## config.mk

```make
export PLATFORM = sky130hd
export DESIGN_NAME = plane_lane_ctrl_flat
export DESIGN_NICKNAME = d
export VERILOG_FILES = /design/src/rtl/plane_lane_ctrl_pkg.sv /design/src/rtl/plane_lane_ctrl_if.sv /design/src/rtl/plane_lane_ctrl_move_fifo.sv /design/src/rtl/plane_lane_ctrl.sv /design/src/flat_wrapper.sv
export SDC_FILE = /design/constraint.sdc
export NUM_CORES = 1
export LEC_CHECK = 0
export CAP_MARGIN = 5
export CORE_MARGIN = 2
export CORE_UTILIZATION = 50
export DETAILED_ROUTE_END_ITERATION = 10
export PLACE_DENSITY = 0.69
export SLEW_MARGIN = 20
export SYNTH_ARGS = -nofsm -noshare
export SYNTH_HDL_FRONTEND = slang
export SYNTH_HIERARCHICAL = 1
export SYNTH_SLANG_ARGS = --single-unit
```

## constraint.sdc

```tcl
create_clock -name clk -period 3.8 [get_ports clk]
set_input_delay 0.38 -clock clk [delete_from_list [all_inputs] [get_ports clk]]
set_output_delay 0.38 -clock clk [all_outputs]
set_load 0.005 [all_outputs]
```

## src/rtl/plane_lane_ctrl_pkg.sv

```systemverilog
// plane_lane_ctrl_pkg: move codes, FSM state encoding and width helper shared by the plane lane controller
package plane_lane_ctrl_pkg;
  typedef enum logic [1:0] {MOVE_DOWN = 2'd0, MOVE_UP = 2'd1, MOVE_NONE = 2'd2, MOVE_RSVD = 2'd3} move_t;
  typedef enum logic [1:0] {IDLE = 2'd0, GLIDE = 2'd1, FREEZE = 2'd2} state_t;
  function automatic int clog2(input int v);
    int r;
    r = 1;
    while ((1 << r) < v) r++;
    return r;
  endfunction
endpackage

```

## src/rtl/plane_lane_ctrl_if.sv

```systemverilog
// plane_lane_ctrl_if: key-control/renderer side bundle of the plane lane controller
//   move/enable/crash : commands from key control (master -> slave)
//   plane_y/lane/busy/q_full/q_drop : plane position and queue status (slave -> master)
interface plane_lane_ctrl_if
  import plane_lane_ctrl_pkg::*;
#(
  parameter int LANES = 4,
  parameter int Y_W   = 10
);
  localparam int L_W = clog2(LANES);
  logic [1:0]     move;
  logic           enable;
  logic           crash;
  logic [Y_W-1:0] plane_y;
  logic [L_W-1:0] lane;
  logic           busy;
  logic           q_full;
  logic           q_drop;
  modport master(output move, enable, crash, input plane_y, lane, busy, q_full, q_drop);
  modport slave(input move, enable, crash, output plane_y, lane, busy, q_full, q_drop);
endinterface

```

## src/rtl/plane_lane_ctrl_move_fifo.sv

```systemverilog
// move_fifo: synchronous FIFO of 1-bit direction entries with flush
//   clk, rst_n : clock, async active-low reset
//   push/din   : write request and direction bit (1 = up)
//   pop/dout   : read request and head entry
//   flush      : empty the queue (wins over push/pop)
//   full/empty : occupancy flags
module move_fifo
  import plane_lane_ctrl_pkg::*;
#(
  parameter int DEPTH = 4
)(
  input  logic clk,
  input  logic rst_n,
  input  logic push,
  input  logic pop,
  input  logic flush,
  input  logic din,
  output logic dout,
  output logic full,
  output logic empty
);
  localparam int P_W = clog2(DEPTH);
  localparam logic [P_W:0] N = (P_W + 1)'(DEPTH);
  logic [DEPTH-1:0] mem;
  logic [P_W-1:0]   wr, rd;
  logic [P_W:0]     cnt;
  logic             do_push, do_pop;
  always_comb begin
    full = cnt == N;
    empty = cnt == '0;
    do_pop = pop && !empty;
    // a full queue still accepts when the head leaves in the same cycle
    do_push = push && (!full || do_pop);
    dout = mem[rd];
  end
  always_ff @(posedge clk or negedge rst_n)
    if (!rst_n) begin
      mem <= '0;
      wr <= '0;
      rd <= '0;
      cnt <= '0;
    end else if (flush) begin
      wr <= '0;
      rd <= '0;
      cnt <= '0;
    end else begin
      if (do_push) begin
        mem[wr] <= din;
        wr <= wr + 1'b1;
      end
      if (do_pop) rd <= rd + 1'b1;
      cnt <= cnt + {{P_W{1'b0}}, do_push} - {{P_W{1'b0}}, do_pop};
    end
endmodule

```

## src/rtl/plane_lane_ctrl.sv

```systemverilog
// plane_lane_ctrl: queues lane-change commands and glides the plane one pixel per STEP_DIV cycles
//   clk, rst_n : clock, async active-low reset
//   bus.move/enable/crash : move code, run/pause, collision freeze
//   bus.plane_y/lane/busy : plane top y, rest lane, glide in progress
//   bus.q_full/q_drop     : queue full, 1-cycle discarded-command pulse
module plane_lane_ctrl
  import plane_lane_ctrl_pkg::*;
#(
  parameter int LANES      = 4,
  parameter int LANE_H     = 32,
  parameter int Y_W        = 10,
  parameter int STEP_DIV   = 250000,
  parameter int QDEPTH     = 4,
  parameter int START_LANE = 1
)(
  input logic clk,
  input logic rst_n,
  plane_lane_ctrl_if.slave bus
);
  localparam int L_W = clog2(LANES);
  localparam int T_W = clog2(STEP_DIV);
  localparam logic [L_W-1:0] START_L  = L_W'(START_LANE);
  localparam logic [L_W-1:0] LAST_L   = L_W'(LANES - 1);
  localparam logic [Y_W-1:0] START_Y  = Y_W'(START_LANE * LANE_H);
  localparam logic [T_W-1:0] TICK_MAX = T_W'(STEP_DIV - 1);
  if ((LANES - 1) * LANE_H >= (1 << Y_W)) begin : g_y_fit
    $error("plane_lane_ctrl: (LANES-1)*LANE_H does not fit in Y_W bits");
  end
  if (STEP_DIV < 2) begin : g_div_min
    $error("plane_lane_ctrl: STEP_DIV must be at least 2");
  end
  state_t         state;
  logic [L_W-1:0] lane_r, tgt;
  logic [T_W-1:0] tick;
  logic [Y_W-1:0] y, y_nxt, tgt_y;
  logic           dir, busy_r, drop_r;
  logic           mv, accept, pop, flush, blocked;
  logic           q_dout, q_full, q_empty;
  always_comb begin
    mv = bus.move == MOVE_DOWN || bus.move == MOVE_UP;
    accept = mv && bus.enable && !bus.crash && state != FREEZE;
    pop = state == IDLE && !q_empty && bus.enable && !bus.crash;
    flush = bus.crash || state == FREEZE;
    // popped command would leave the lane range: consumed without moving
    blocked = q_dout ? lane_r == '0 : lane_r == LAST_L;
    y_nxt = dir ? y - 1'b1 : y + 1'b1;
    tgt_y = Y_W'(tgt * LANE_H);
  end
  move_fifo #(.DEPTH(QDEPTH)) u_fifo (
    .clk   (clk),
    .rst_n (rst_n),
    .push  (accept),
    .pop   (pop),
    .flush (flush),
    .din   (bus.move[0]),
    .dout  (q_dout),
    .full  (q_full),
    .empty (q_empty)
  );
  always_ff @(posedge clk or negedge rst_n)
    if (!rst_n) begin
      state <= IDLE;
      lane_r <= START_L;
      tgt <= START_L;
      dir <= 1'b0;
      tick <= '0;
      y <= START_Y;
      busy_r <= 1'b0;
      drop_r <= 1'b0;
    end else begin
      drop_r <= mv && (bus.crash || (accept && q_full && !pop));
      if (bus.crash) begin
        state <= FREEZE;
        busy_r <= 1'b0;
      end else case (state)
        IDLE: if (pop && !blocked) begin
          tgt <= q_dout ? lane_r - 1'b1 : lane_r + 1'b1;
          dir <= q_dout;
          tick <= '0;
          busy_r <= 1'b1;
          state <= GLIDE;
        end
        GLIDE: if (bus.enable) begin
          tick <= tick == TICK_MAX ? '0 : tick + 1'b1;
          if (tick == TICK_MAX) begin
            y <= y_nxt;
            if (y_nxt == tgt_y) begin
              lane_r <= tgt;
              busy_r <= 1'b0;
              state <= IDLE;
            end
          end
        end
        FREEZE: if (!bus.enable) begin
          lane_r <= START_L;
          y <= START_Y;
          tick <= '0;
          state <= IDLE;
        end
        default: state <= IDLE;
      endcase
    end
  assign bus.plane_y = y;
  assign bus.lane = lane_r;
  assign bus.busy = busy_r;
  assign bus.q_full = q_full;
  assign bus.q_drop = drop_r;
endmodule

```

## src/flat_wrapper.sv

```systemverilog
// flat-port wrapper written by rule: the top's interface ports become plain ports
module plane_lane_ctrl_flat import plane_lane_ctrl_pkg::*;
#(
  parameter int LANES      = 4,
  parameter int LANE_H     = 32,
  parameter int Y_W        = 10,
  parameter int STEP_DIV   = 250000,
  parameter int QDEPTH     = 4,
  parameter int START_LANE = 1
)
  (clk, rst_n, bus_move, bus_enable, bus_crash, bus_plane_y, bus_lane, bus_busy, bus_q_full, bus_q_drop);
  plane_lane_ctrl_if #(.LANES(LANES), .Y_W(Y_W)) bus_i ();
  input logic clk;
  input logic rst_n;
  input wire logic [$bits(bus_i.move)-1:0] bus_move;
  input wire logic [$bits(bus_i.enable)-1:0] bus_enable;
  input wire logic [$bits(bus_i.crash)-1:0] bus_crash;
  output wire logic [$bits(bus_i.plane_y)-1:0] bus_plane_y;
  output wire logic [$bits(bus_i.lane)-1:0] bus_lane;
  output wire logic [$bits(bus_i.busy)-1:0] bus_busy;
  output wire logic [$bits(bus_i.q_full)-1:0] bus_q_full;
  output wire logic [$bits(bus_i.q_drop)-1:0] bus_q_drop;
  assign bus_i.move = bus_move;
  assign bus_i.enable = bus_enable;
  assign bus_i.crash = bus_crash;
  assign bus_plane_y = bus_i.plane_y;
  assign bus_lane = bus_i.lane;
  assign bus_busy = bus_i.busy;
  assign bus_q_full = bus_i.q_full;
  assign bus_q_drop = bus_i.q_drop;
  plane_lane_ctrl #(.LANES(LANES), .LANE_H(LANE_H), .Y_W(Y_W), .STEP_DIV(STEP_DIV), .QDEPTH(QDEPTH), .START_LANE(START_LANE)) u_core (.clk(clk), .rst_n(rst_n), .bus(bus_i));
endmodule
```

After elaboration in Yosys (flattened, before gate mapping). Index checks and enable logic that the tools add are counted.

Register bits: 48. Bits of input ports: 6. Output and inout bits: 15. Word-level logic and storage cells: 122.

Add/subtract/negate cells: 9. Magnitude comparators: 3. Eq/ne operators: 18. Multiplexer cells: 40. Bitwise gates (word level): 2. Reductions and logical operators: 38.

Operators with widths (count): 2-to-1 mux 18 bit (4); case mux 18 bit (3 select lines) (1); 2-to-1 mux 10 bit (4); 2-to-1 mux 2 bit (15); case mux 10 bit (2 select lines) (1); AND reduction 5 bit (4); adder 18 x 1 -> 18 bit, second input constant (1); == test 18 bit, second input constant (1); logical AND 1 bit (13); adder 10 x 1 -> 10 bit, second input constant (1); == test 10 x 7 -> 1 bit (1); subtractor 10 x 1 -> 10 bit, second input constant (1); inequality test 3 bit, second input constant (3); 2-to-1 mux 1 bit (8); inequality test 2 bit, second input constant (4); adder 2 x 1 -> 2 bit, second input constant (3); zero test 2 bit (3); < comparator 2 x 3 -> 1 bit, second input constant (2); inequality test 3 x 2 -> 1 bit, second input constant (2); case mux 2 bit (3 select lines) (1); AND reduction 6 bit (1); nonzero test 2 bit (3); nonzero test 3 bit (2); zero test 1 bit (5); 19 further kinds (26).

Logic depth before layout (Yosys ltp). Gate-level depths: netlist (run 1).

Depth after elaboration: 11. Mapped depth: 12. Depth with buffers taken out: 12.

Hierarchy. Netlist (run 1), hierarchy kept.

Modules (own cells, without submodules): plane_lane_ctrl (times used 1, cells each 279, area each 2493.6 um^2, sequential area each 929.6 um^2); move_fifo (times used 1, cells each 56, area each 655.6 um^2, sequential area each 275.3 um^2).

Worst setup path before layout (run 1). OpenSTA, ideal clock, no wires.

Kind: flip-flop to flip-flop. Start: register u_core.dir. End: register u_core.busy_r, in the netlist u_core/bus.busy. Setup time: 0.141 ns. Arrival: 2.556 ns. Required time: 3.659 ns. Slack: 1.104 ns. Cell stages (with the launch flop): 9. Path buffers: 0. Path through: dfrtp_1 > ha_1 > a211o_1 > a211o_1 > a211o_1 > a2111oi_4 > nand4_2 > nor3_1 > a22oi_1.

Word-level cells in the longest chain between the ends: 4.

Ends and longest elaborated chain: start: declaration (RTL line plane_lane_ctrl.sv:36) `logic dir, busy_r, drop_r;`; start signal: assignment (RTL line plane_lane_ctrl.sv:78) `dir <= q_dout;`; 2-to-1 mux 10 bit (RTL line plane_lane_ctrl.sv:46) `y_nxt = dir ? y - 1'b1 : y + 1'b1;`; == test 10 x 7 -> 1 bit (RTL line plane_lane_ctrl.sv:87) `if (y_nxt == tgt_y) begin`; inequality test 3 x 2 -> 1 bit (no line); AND reduction 5 bit (no line); end signal: assignment (RTL line plane_lane_ctrl.sv:68) `busy_r <= 1'b0;`; end signal: assignment (RTL line plane_lane_ctrl.sv:80) `busy_r <= 1'b1;`; end signal: assignment (RTL line plane_lane_ctrl.sv:89) `busy_r <= 1'b0;`; end: declaration (RTL line plane_lane_ctrl.sv:36).

No other way between the ends. A chain may end at the register's enable or synchronous reset.

Final worst setup path (run 1). Same ends and word-level chain as after synthesis.

==> results of run 1 <==
## per-layer routing
metal  share of wire (%)  GRT usage (%)  vias up
li1                    -              -     1271
met1                  47           28.7     1279
met2                  47           33.4       67
met3                 4.4           3.68       11
met4                 1.2           4.77        0
met5                   0              0        -
## final cells by class
| class | instances | area (µm²) |
|---|---|---|
| Timing Repair Buffer | 22 | 213 |
| Clock inverter | 2 | 10.0 |
| Fill cell | 511 | 2460 |
| Sequential cell | 48 | 1200 |
| Multi-Input combinational cell | 265 | 1870 |
| Tap cell | 75 | 93.8 |
| Inverter | 15 | 56.3 |
| Clock buffer | 6 | 82.6 |
## registers in the layout, summed over array words and instances (netlist names), 2 cells and up
name / flops
u_core/tick: 18
u_core/bus.plane_y: 10
u_core/u_fifo/mem: 4
u_core/u_fifo/cnt: 3
u_core/bus.lane: 2
u_core/state: 2
u_core/tgt: 2
u_core/u_fifo/rd: 2
u_core/u_fifo/wr: 2
## metrics by stage
stage	hold slack, ns	setup slack (ns)	instances	instance area [µm²]	total power [W]
final	0.0826	0.614	433	3530	0.000884
after global placement	0.470	0.583	425	3420	0.000579
after global routing	0.135	0.254	433	3530	0.000927
after CTS	0.316	0.700	433	3520	0.000900
after floorplan	0.0844	1.10	335	3150	0.000554
after detailed placement	0.479	0.480	425	3430	0.000581
## layout by cell type, fill, tap and decap left out, types with 2 or more instances in the layout
master           count
nor2_1              36
inv_1               14
clkbuf_8             6
mux2_1               5
nand3b_1             2
a22oi_1              3
nand3_1             14
nor3b_1              5
nor4bb_1             2
nor4_1               3
buf_4                3
a21oi_1             11
clkinv_2             2
nor2b_1              4
or4_1                4
or2_2                4
dfstp_2              3
nor3_1               7
nand2b_1             6
nand2_1             27
o21ai_0             19
a31oi_1              3
ha_1                16
a211o_1              4
xor2_1               7
fa_1                 2
and2_1               2
and3_1               8
o21a_1               2
dfrtp_1             45
nor4b_1              2
a211oi_1             4
o22ai_1              5
a22o_1               4
o31ai_1              3
or3_1                3
xnor2_1             11
clkdlybuf4s50_1     19
a21o_1               4
## worst min path at each step
stage	from	to	cells after the start	slack (ns)
after floorplan	rst_n	u_core/bus.busy$_DFFE_PN0P_	0	0.08
after global placement	u_core/u_fifo/mem[0]$_DFFE_PN0P_	u_core/u_fifo/mem[0]$_DFFE_PN0P_	1	0.47
after detailed placement	u_core/u_fifo/mem[3]$_DFFE_PN0P_	u_core/u_fifo/mem[3]$_DFFE_PN0P_	1	0.48
after CTS	rst_n	u_core/bus.plane_y[4]$_DFFE_PN0P_	1	0.32
after global routing	rst_n	u_core/tick[1]$_DFFE_PN0P_	1	0.14
final	rst_n	u_core/tick[12]$_DFFE_PN0P_	1	0.08
## logic make-up after synthesis
kind of cell	after synthesis	synth area share (%)
and+or+nand+nor	140	24.2
AOI/OAI and AO/OA	80	18.3
DFF	48	38.3
buffers and inverters	22	2.70
xor gates and xnor gates	19	5.76
adders and majority gates	18	7.63
muxes	8	3.18
## critical path, stage by stage (launching register included)
cell       delay [ns]
dfrtp_1          0.63
ha_1             0.37
a2111oi_0        0.43
o21ai_0          0.32
and4_1           0.28
a211oi_1         0.40
nand4_2          0.23
nor3_1           0.27
a22oi_1          0.11
## power by group
| group | total [W] | internal (W) | switching, W |
|---|---|---|---|
| registers | 0.000517 | 0.000514 | 0.00000335 |
| logic | 0.0000531 | 0.0000178 | 0.0000354 |
| clock network | 0.000314 | 0.000145 | 0.000168 |
| total | 0.000884 | 0.000677 | 0.000207 |
==> metrics.txt, run 1 <==
WP data arrival between 3 and 4 ns; Final period util between 80 and 90%; post-layout util between 50% and 60%; number of synthesized flops with an enable pin 0; CTS buffer count 5; Clock Path Buffers 2; clk sinks 48; Tmin final about 3.2 ns; YS warnings 6; CP max FO 11; initial antenna violation count 0; top_reg_cell synth dfrtp_1; reg2reg end u_core/bus.busy$_DFFE_PN0P_; vias per cell between 6 and 7; Starting Density 52.6%; via count between 2000 and 3000; Critical Path Start Type flip-flop; Max-cap violations 0; Clk Latency, worst-skew pair 0.30 ns; status finished, final reports clean; CTS tree built; Die Y between 80 and 90 µm; Post-CTS Setup Inserts 0; max-slew violation count 0; distinct cell type count after synthesis 70; Final Wtd Congestion about 0.82; top-area cell type share of the netlist area between 30% and 40%; drt pass-1 iters 5; Die Area 6950 µm²; count of nets after finishing 381; Slew @ Worst Pin 0.687 ns; WL final around 6800 µm; ys async rst share between 90% and 100%; largest net degree at the start of global routing 49; DRT iter0 DRCs between 100 and 150; die width between 80 and 90 µm; worst clock skew just over 0.008 ns; antenna diode count 0; post-synthesis sequential area ratio 38.3%; crit path launch u_core/dir$_DFFE_PN0P_; CTS resizes 0; row count 28; syn avg cell area approximately 9.4 µm²; synthesized net count roughly 360; IO buf count 20; Crit Path Class flip-flop to flip-flop; all-layer global routing usage 20.6%; Commonest cells post-synth dfrtp_1, nor2_1, nand2_1, o21ai_0, ha_1; RSZ-0062 raised after global routing no; worst r2r src u_core/dir$_DFFE_PN0P_; core area roughly 6000 µm²; DRC Markers 0; largest cells by area after synthesis dfrtp_1, ha_1, nor2_1; worst path required time ~4.0 ns; setup TNS 0 ns; first-pass GRT wire length approximately 12000 µm; clk root buf clkbuf_8; number of global-route vias before repair roughly 2500; layout cells sized above 1 slightly above 10%; Slew HR between 50% and 60%; maximum VDD drop around 0.15 mV; PD cells between 200 and 300 nW/µm²; total gr overflow 0; Crit. End Element flip-flop; Lkg Pwr between 1.5 and 2 nW; worst setup path endpoint u_core/bus.busy$_DFFE_PN0P_; dpl hpwl around 5000 µm; Syn Inst Count ~340; most numerous cell in the Yosys netlist dfrtp_1; HP Class primary input to asynchronous set/reset pin; CTS H-tree lvls 2; Routed Antenna Nets 0; Setup Viol. Count Final 0; R2R setup slack 0.61 ns; Post-Syn Area 3150 µm²; #FFs+latches synth 48; f_max 0.314 GHz; final hold vios 0; wire per inst ~16 µm; post-synth top area cell dfrtp_1; CTS Hold Bufs 0; R2R cell count 8; Reg clk slew, reported paths about 0.090 ns; Ports 21; Layout area overhead 12.0%
Power figures use the tool's default switching activity.
==> run 2, diff against run 1 <==
- clock period: 3.8 -> 3 ns (I/O delays scaled with it)
==> metrics.txt, run 2 (synthesis gave the netlist of run 1 again) <==
Lkg Pwr 1.66 nW (was 1.59 nW); Reg area 1210 µm² (was 1200 µm²); Clock Path Buffers 2 (unchanged); vias per cell 5.90 (was 6.07); setup TNS 0 ns (unchanged); total gr overflow 0 (unchanged); most frequent cells in the layout dfrtp_1, nor2_1, nand2_1, clkdlybuf4s50_1, o21ai_0 (unchanged); die width 83.4 µm (unchanged); CP max FO 8 (was 11); largest net degree at the start of global routing 49 (unchanged); first-pass GRT wire length 12300 µm (was 11900 µm); multi-input logic area 1880 µm² (was 1870 µm²); worst clock skew 0.00712 ns (was 0.00808 ns); Layout area overhead 15.4% (was 12.0%); Max-cap violations 0 (unchanged); filler cell count in the final layout 520 (was 511); total power draw 0.00113 W (was 0.000884 W); Die Y 83.4 µm (unchanged); drt pass-1 iters 4 (was 5); initial antenna violation count 0 (unchanged); CTS H-tree lvls 2 (unchanged); Slew @ Worst Pin 0.684 ns (was 0.687 ns); Routed Antenna Nets 0 (unchanged); Crit. End Element flip-flop (unchanged); Crit Path Class flip-flop to flip-flop (unchanged); number of global-route vias before repair 2683 (was 2505); CTS buffer count 5 (unchanged); clk root buf clkbuf_8 (unchanged); Setup Viol. Count Final 0 (unchanged); row count 28 (unchanged); WL final 6910 µm (was 6780 µm); WL met1 3310 µm (was 3190 µm); Reg clk slew, reported paths 0.09 ns (about the same); commonest non-fill, non-tap cell in the layout dfrtp_1 (unchanged); top routing layer in use met4 (unchanged); DRC Markers 0 (unchanged); WP data arrival 3.00 ns (was 3.35 ns); wire per inst 15.5 µm (was 15.6 µm); DRT iter0 DRCs 116 (was 130); PD cells 311 nW/µm² (was 251 nW/µm²); core area 5990 µm² (unchanged); max-slew violation count 0 (unchanged); slowest cell delay on critical path 0.49 ns (was 0.63 ns); CTS tree built (unchanged); Tmin final 2.81 ns (was 3.19 ns); final hold vios 0 (unchanged); flip-flop count of the largest register, all copies and words added 18 (unchanged); Die Area 6950 µm² (unchanged); antenna diode count 0 (unchanged); Starting Density 52.6% (unchanged); count of nets after finishing 394 (was 381); CP max-delay cell dfrtp_2 (was dfrtp_1); all-layer global routing usage 21.2% (was 20.6%); RSZ-0062 raised after global routing no (unchanged); worst path required time 3.19 ns (was 3.97 ns); layout cells sized above 1 14.0% (was 10.1%); Largest Register u_core/tick (unchanged); Clk Latency, worst-skew pair 0.31 ns (was 0.30 ns); CP bufs+invs 0 (unchanged); met2 routed WL 3300 µm (was 3210 µm); post-layout util 60.7% (was 58.9%); WL met3 243 µm (was 298 µm); IO buf count 20 (unchanged); Slew HR 54.2% (was 54.1%); via count 2632 (was 2628); Final Wtd Congestion 0.870 (was 0.823); status finished, final reports clean (unchanged); Post-CTS Setup Inserts 0 (unchanged); critical-path cell list fa_1, a21o_1, a211o_1, a211o_1, a2111oi_4, nand4_2, a21oi_2, o32ai_1 (was ha_1, a2111oi_0, o21ai_0, and4_1, a211oi_1, nand4_2, nor3_1, a22oi_1); Ports 21 (unchanged); Worst path most repeated cell a211o_1; f_max 0.356 GHz (was 0.314 GHz); clk sinks 48 (unchanged); Critical Path Start Type flip-flop (unchanged); dpl hpwl 5090 µm (was 4990 µm); HP Class primary input to asynchronous set/reset pin (unchanged); maximum VDD drop 0.218 mV (was 0.151 mV); Top delay family on crit path compound AO/OA/AOI/OAI gates (unchanged); Final period util 93.6% (was 83.8%)
## run 2: final timing paths
path | from | to | slack [ns] | cells after the start
setup / recovery | u_core/dir$_DFFE_PN0P_ | u_core/bus.lane[1]$_DFFE_PN0P_ | 0.19 | 8
hold / removal | rst_n | u_core/tick[6]$_DFFE_PN0P_ | 0.005 | 1
setup reg to reg | u_core/dir$_DFFE_PN0P_ | u_core/bus.lane[1]$_DFFE_PN0P_ | 0.19 | 8
hold reg to reg | u_core/u_fifo/mem[3]$_DFFE_PN0P_ | u_core/u_fifo/mem[3]$_DFFE_PN0P_ | 0.49 | 1
max in group asynchronous | rst_n | u_core/dir$_DFFE_PN0P_ | 2.56 | 1
min in group clk | u_core/u_fifo/mem[3]$_DFFE_PN0P_ | u_core/u_fifo/mem[3]$_DFFE_PN0P_ | 0.49 | 1
## run 2: stage by stage
step / area [µm²] / std cells / hold WS [ns] / worst slack, ns
final: 3630 / 446 / 0.00541 / 0.191
after global routing: 3630 / 446 / 0.0537 / 0.0247
after CTS: 3620 / 446 / 0.227 / 0.145
after detailed placement: 3530 / 438 / 0.476 / 0.0514
after global placement: 3520 / 438 / 0.471 / 0.121
after floorplan: 3150 / 335 / 0.00441 / 0.304
## run 2: power by group
group / leakage (nW) / internal (W) / switching, W / total (W)
sequential: 0.654 / 0.000651 / 0.00000382 / 0.000655
clock: 0.0510 / 0.000184 / 0.000221 / 0.000405
combinational: 0.953 / 0.0000255 / 0.0000463 / 0.0000719
total: 1.66 / 0.000861 / 0.000271 / 0.00113
## run 2: layout make-up
| type | instances | area share, % |
|---|---|---|
| multi-input cells | 265 | 51.6 |
| clock inverters | 2 | 0.275 |
| inverters | 15 | 1.55 |
| clock buffers | 6 | 2.27 |
| flip-flops and latches | 48 | 33.2 |
| repair buffers | 35 | 8.54 |
| well taps | 75 | 2.58 |
## run 2: routing by layer
metal | global-route usage, % | vias to the layer above
met3 | 3.78 | 7
met4 | 4.92 | 0
met5 | 0 | -
met2 | 35.3 | 49
li1 | - | 1293
met1 | 28.8 | 1283
## run 2: timing repair
action                                  4_1_cts  5_1_grt
hold buffers                                  0        0
endpoints found under the setup margin        0        4
resized for setup                             0        3
hold endpoints to repair                      0        0
